<file path="config.mk">
export PLATFORM = sky130hd
export DESIGN_NAME = pipe_regs
export DESIGN_NICKNAME = d
export VERILOG_FILES = /design/src/rtl/pipe_regs.sv
export SDC_FILE = /design/constraint.sdc
export NUM_CORES = 1
export LEC_CHECK = 0
export BUFFER_PORTS_ARGS = -buffer_cell sky130_fd_sc_hd__clkbuf_2
export CAP_MARGIN = 20
export CORE_UTILIZATION = 50
export CTS_CLUSTER_SIZE = 20
export DETAILED_ROUTE_END_ITERATION = 8
export PLACE_DENSITY = 0.75
export SLEW_MARGIN = 15
export SYNTH_ARGS = -nofsm -noshare
export SYNTH_HDL_FRONTEND = slang
export SYNTH_SLANG_ARGS = --single-unit
</file>
<file path="constraint.sdc">
create_clock -name clk -period 1.59 [get_ports clk]
set_input_delay 0.0795 -clock clk [delete_from_list [all_inputs] [get_ports clk]]
set_output_delay 0.0795 -clock clk [all_outputs]
set_load 0.02 [all_outputs]
</file>
<file path="src/rtl/pipe_regs.sv">
// pipe_regs: DEPTH-stage valid/ready register pipeline with bubble collapse.
// Each stage holds a valid bit and a data word. The ready chain runs
// combinationally from the output back to the input, so an empty stage always
// loads and a stalled output never blocks upstream stages that have empty slots.
// Invalid stages always hold RESET_VAL.
module pipe_regs #(
  parameter int unsigned      WIDTH     = 32,
  parameter int unsigned      DEPTH     = 3,
  parameter logic [WIDTH-1:0] RESET_VAL = WIDTH'(32'h0000_0013)
) (
  input  logic                       clk,
  input  logic                       resetn,
  input  logic                       flush,
  input  logic                       in_valid,
  input  logic [WIDTH-1:0]           in_data,
  output logic                       in_ready,
  output logic                       out_valid,
  output logic [WIDTH-1:0]           out_data,
  input  logic                       out_ready,
  output logic [$clog2(DEPTH+1)-1:0] occupancy
);

  localparam int unsigned OCC_W = $clog2(DEPTH + 1);

  logic [DEPTH-1:0] v_q, v_d;
  logic [WIDTH-1:0] d_q [DEPTH];
  logic [WIDTH-1:0] d_d [DEPTH];
  logic [OCC_W-1:0] occupancy_q, occupancy_d;
  logic [DEPTH:0]   rdy;

  // Ready chain: a stage can accept when it is empty or its successor accepts.
  always_comb begin
    rdy        = '0;
    rdy[DEPTH] = out_ready;
    for (int unsigned k = 0; k < DEPTH; k++) begin
      rdy[DEPTH-1-k] = ~v_q[DEPTH-1-k] | rdy[DEPTH-k];
    end
  end

  assign in_ready = rdy[0] & ~flush;

  // Next-state for every stage, with flush overriding all loads; the registered
  // occupancy is counted from the next valid vector so it tracks v in the same edge.
  always_comb begin
    v_d         = v_q;
    d_d         = d_q;
    occupancy_d = '0;
    if (flush) begin
      v_d = '0;
      for (int unsigned k = 0; k < DEPTH; k++) begin
        d_d[k] = RESET_VAL;
      end
    end else begin
      if (rdy[0]) begin
        v_d[0] = in_valid;
        d_d[0] = in_valid ? in_data : RESET_VAL;
      end
      // Upstream invalid stages already hold RESET_VAL, so a plain copy keeps
      // the invariant without a second mux per stage.
      for (int unsigned k = 1; k < DEPTH; k++) begin
        if (rdy[k]) begin
          v_d[k] = v_q[k-1];
          d_d[k] = d_q[k-1];
        end
      end
    end
    for (int unsigned k = 0; k < DEPTH; k++) begin
      occupancy_d = occupancy_d + OCC_W'(v_d[k]);
    end
  end

  // Stage registers and occupancy counter with asynchronous active-low reset.
  always_ff @(posedge clk or negedge resetn) begin
    if (!resetn) begin
      v_q         <= '0;
      occupancy_q <= '0;
      for (int unsigned k = 0; k < DEPTH; k++) begin
        d_q[k] <= RESET_VAL;
      end
    end else begin
      v_q         <= v_d;
      occupancy_q <= occupancy_d;
      for (int unsigned k = 0; k < DEPTH; k++) begin
        d_q[k] <= d_d[k];
      end
    end
  end

  assign out_valid = v_q[DEPTH-1];
  assign out_data  = d_q[DEPTH-1];
  assign occupancy = occupancy_q;

endmodule

</file>
==> flow_summary.rst <==
.. list-table::
   :header-rows: 1

   * - Metric
     - Value
   * - Core Footprint
     - 0.00830 sq mm
   * - Share of final-layout standard cells stronger than drive strength 1
     - 21.8%
   * - Global-route usage over all layers
     - 21.9%
   * - Post-DP HPWL
     - about 5700 um
   * - Number of nets with antenna violations after routing
     - 0
   * - CTS H-tree lvls
     - 3
   * - Wire length of the first global-routing pass
     - 15,100 um
   * - Top achievable clock speed
     - ~660 MHz
   * - Final critical-path share of the clock period
     - 95.0%
   * - Clock Skew
     - 6.66 ps
   * - Die height
     - 95.3 um
   * - Final total negative setup slack
     - 0 ps
   * - Reg-to-Reg Start
     - v_q[1]$_DFF_PN0_
   * - TritonCTS Buffers
     - 9
   * - Pin count of the biggest net entering global routing
     - 44
   * - Detailed-route DRC error count
     - 0
   * - Worst slew margin
     - between 60% and 70%
   * - End point of the worst hold path
     - d_q[53]$_DFFE_PN0P_
   * - Total of buffers placed on input and output ports
     - 72
   * - Fin nets
     - between 500 and 600
   * - Die span in x
     - about 95 um
   * - Hold Crit Class
     - in -> reg
   * - Yosys warns
     - 0
   * - Antenna violations before repair
     - 0
   * - Detailed-route vias per instance
     - roughly 5.3
   * - Final weighted congestion in routability-driven placement
     - roughly 0.84
   * - Clock Latency Late Sink
     - approximately 360 ps
   * - Routed WL
     - between 9000 and 10,000 um
   * - Number of cell instances on the worst register-to-register path
     - 4
   * - # diodes
     - 0
   * - Std-Cell Rows
     - 33
   * - Count of final hold-check violations
     - 0
   * - Prevailing post-synth register cell
     - dfrtp_1
   * - Slew Limit Fails
     - 0
   * - Number of enable-type register cells in the synthesized netlist
     - 0
   * - Final core area utilization
     - between 60% and 70%
   * - Post-Synthesis Mean Instance Area
     - between 9 and 10 sq um
   * - Startpoint type of the worst setup path
     - register
   * - Most frequent cell after synthesis
     - nand2_1
   * - Post-synthesis cell type with the largest combined area
     - dfrtp_1
   * - Top-Level Pins
     - 73
   * - Max_cap viols
     - 0
   * - Clock tree from TritonCTS
     - done
   * - Worst path setup slack after routing
     - 79.7 ps
   * - Endpoint arrival time on the critical path
     - roughly 1800 ps
   * - Net count after synthesis
     - 512
   * - Cell type of the slowest stage on the worst timing path
     - fa_1
   * - Post-Synthesis Cell Area
     - approximately 0.0043 sq mm
   * - Setup slack of the worst register-to-register path
     - around 80 ps
   * - Gate count of the mapped netlist
     - approximately 470
   * - Filler-free cell count of the finished design
     - 646
   * - Worst hold path depth
     - 2
   * - First-pass DRT Iterations
     - 4
   * - Total number of vias
     - 3,417
   * - Global route overflow
     - 0
   * - Required arrival time at the worst endpoint
     - roughly 1800 ps
   * - Setup-violating endpoint count in the final report
     - 0
   * - Share of async-settable or async-resettable flops after synthesis
     - 100%
   * - Total of flip-flops plus latches after synthesis
     - about 100
   * - Top cells by count, synth
     - nand2_1, dfrtp_1, a21oi_1
   * - Chain of cells forming the critical path
     - and3b_2, nor2_1, nor2_1, fa_1
   * - Clk root buf
     - clkbuf_8
   * - Reg clk slew, reported paths
     - ~90 ps
   * - Cell depth of the worst setup path
     - 4
   * - Largest voltage drop on the vdd net
     - between 0.0005 and 0.0006 V
   * - Worst reg2reg endpoint
     - occupancy[0]$_DFF_PN0_
   * - Run status
     - finished clean
   * - Top cells by area, synth
     - dfrtp_1, nand2_1, a21oi_1
   * - Setup repair after global routing missed its margin
     - false
   * - Beginning of the worst hold path
     - flush
   * - Actual transition at the worst max-transition pin
     - approximately 500 ps
   * - Largest incremental delay on the critical path
     - around 430 ps
   * - Vias in the first global route
     - around 3,200
   * - Critical path's top delay family
     - simple AND/OR/NAND/NOR gates
   * - Clock period minus worst slack
     - 1510 ps
   * - CP max FO
     - 12
   * - Synth cell types
     - 19
   * - Type of the worst setup path
     - reg -> reg
   * - Average detailed-routed wire length per instance
     - 14.1 um
   * - Starting utilization of the core area
     - 52.4%
   * - Initial detailed-routing violation count
     - 251
   * - CP Buf/Inv Count
     - 0
   * - Die footprint
     - about 0.0091 sq mm
   * - PwrDens
     - approximately 900 mW/mm^2
   * - Fraction of the yosys area taken by sequential cells
     - a little under 60%
   * - CTS Buffer Depth
     - 2
   * - Placed Instances
     - 595
   * - Post-synth top area share
     - between 50 and 60%
   * - Leakage power summed over all cells
     - around 2.3 nW
   * - Crit end category
     - register
   * - Worst hold slack across all endpoints
     - ~90 ps
   * - Number of clock sinks
     - a little over 100
   * - Top cell by count, worst path
     - nor2_1
   * - Worst Setup Slack post-DPL
     - ~190 ps
   * - Area delta synth->final
     - 17.8%
## sequential cells by signal (all words and copies together) (netlist names)
| register | flops |
|---|---|
| occupancy | 2 |
| d_q | 64 |
| out_data | 32 |
| v_q | 3 |
## repair_timing
action,CTS,global route
setup endpoints to repair,1,1
hold buffers,33,1
gates resized for setup,2,3
endpoints found under the hold margin,66,1
pin swaps,0,0
buffers inserted,2,0
## logic make-up (layout without fill, tap and decap cells)
kind of cell / Yosys count / in the layout / share of synthesized area, %
adder cells (fa/ha/maj): 1 / 1 / 0.460
buffers and inverters: 75 / 142 / 10.0
AO/OA/AOI/OAI: 92 / 92 / 10.7
AND/OR/NAND/NOR: 205 / 205 / 20.5
flip-flops: 101 / 101 / 58.4
## area by class of cell
class,instances,area (sq um)
inverter,4,15.0
sequential,101,2540
multi-input combinational,298,1390
clock buffer,12,155
tap,105,131
fill,739,3180
clock inverter,4,32.5
timing repair buffer,122,857
## metrics by stage
stage | area, sq um | total power [mW]
after floorplan | 4370 | 2.93
after global placement | 4570 | 3.08
after detailed placement | 4570 | 3.09
after CTS | 5110 | 4.67
after global routing | 5120 | 4.83
final | 5120 | 4.63
## power breakdown
group	internal, mW	switching [mW]
registers	2.65	0.0385
clock network	0.661	0.866
logic	0.177	0.245
## worst max path at each step
| stage | slack (ps) | start | to |
|---|---|---|---|
| after global routing | 1 | v_q[1]$_DFF_PN0_ | occupancy[0]$_DFF_PN0_ |
| final | 80 | v_q[1]$_DFF_PN0_ | occupancy[0]$_DFF_PN0_ |
| after floorplan | 3 | v_q[2]$_DFF_PN0_ | occupancy[0]$_DFF_PN0_ |
| after detailed placement | 190 | v_q[2]$_DFF_PN0_ | occupancy[0]$_DFF_PN0_ |
| after CTS | 20 | v_q[2]$_DFF_PN0_ | in_ready |
| after global placement | 250 | v_q[2]$_DFF_PN0_ | occupancy[0]$_DFF_PN0_ |
## routing by layer
| metal | global-route usage [%] | vias up | wire length (um) |
|---|---|---|---|
| li1 | - | 1656 | - |
| met3 | 4.55 | 11 | 537 |
| met1 | 31.1 | 1638 | 4160 |
| met4 | 7.20 | 0 | 126 |
| met2 | 33.6 | 112 | 4280 |
| met5 | 0 | - | 0 |
## cell usage in the layout, fill, tap and decap left out, types with 2 or more instances in the layout
| master | Yosys | routed |
|---|---|---|
| a21oi_1 | 89 | 87 |
| nor3_1 | 9 | 9 |
| inv_1 | 4 | 4 |
| dfstp_2 | 9 | 9 |
| nand3b_1 | 4 | 4 |
| nand3_1 | 58 | 58 |
| clkbuf_8 | 0 | 11 |
| a31oi_1 | 3 | 3 |
| buf_12 | 0 | 2 |
| dlygate4sd3_1 | 0 | 34 |
| dfrtp_1 | 92 | 91 |
| nand2_1 | 122 | 122 |
| buf_4 | 37 | 16 |
| nor2_1 | 8 | 8 |
| clkbuf_2 | 0 | 69 |
| clkinv_4 | 0 | 2 |
| clkinvlp_4 | 0 | 2 |
(Power assumes the default switching activity.)
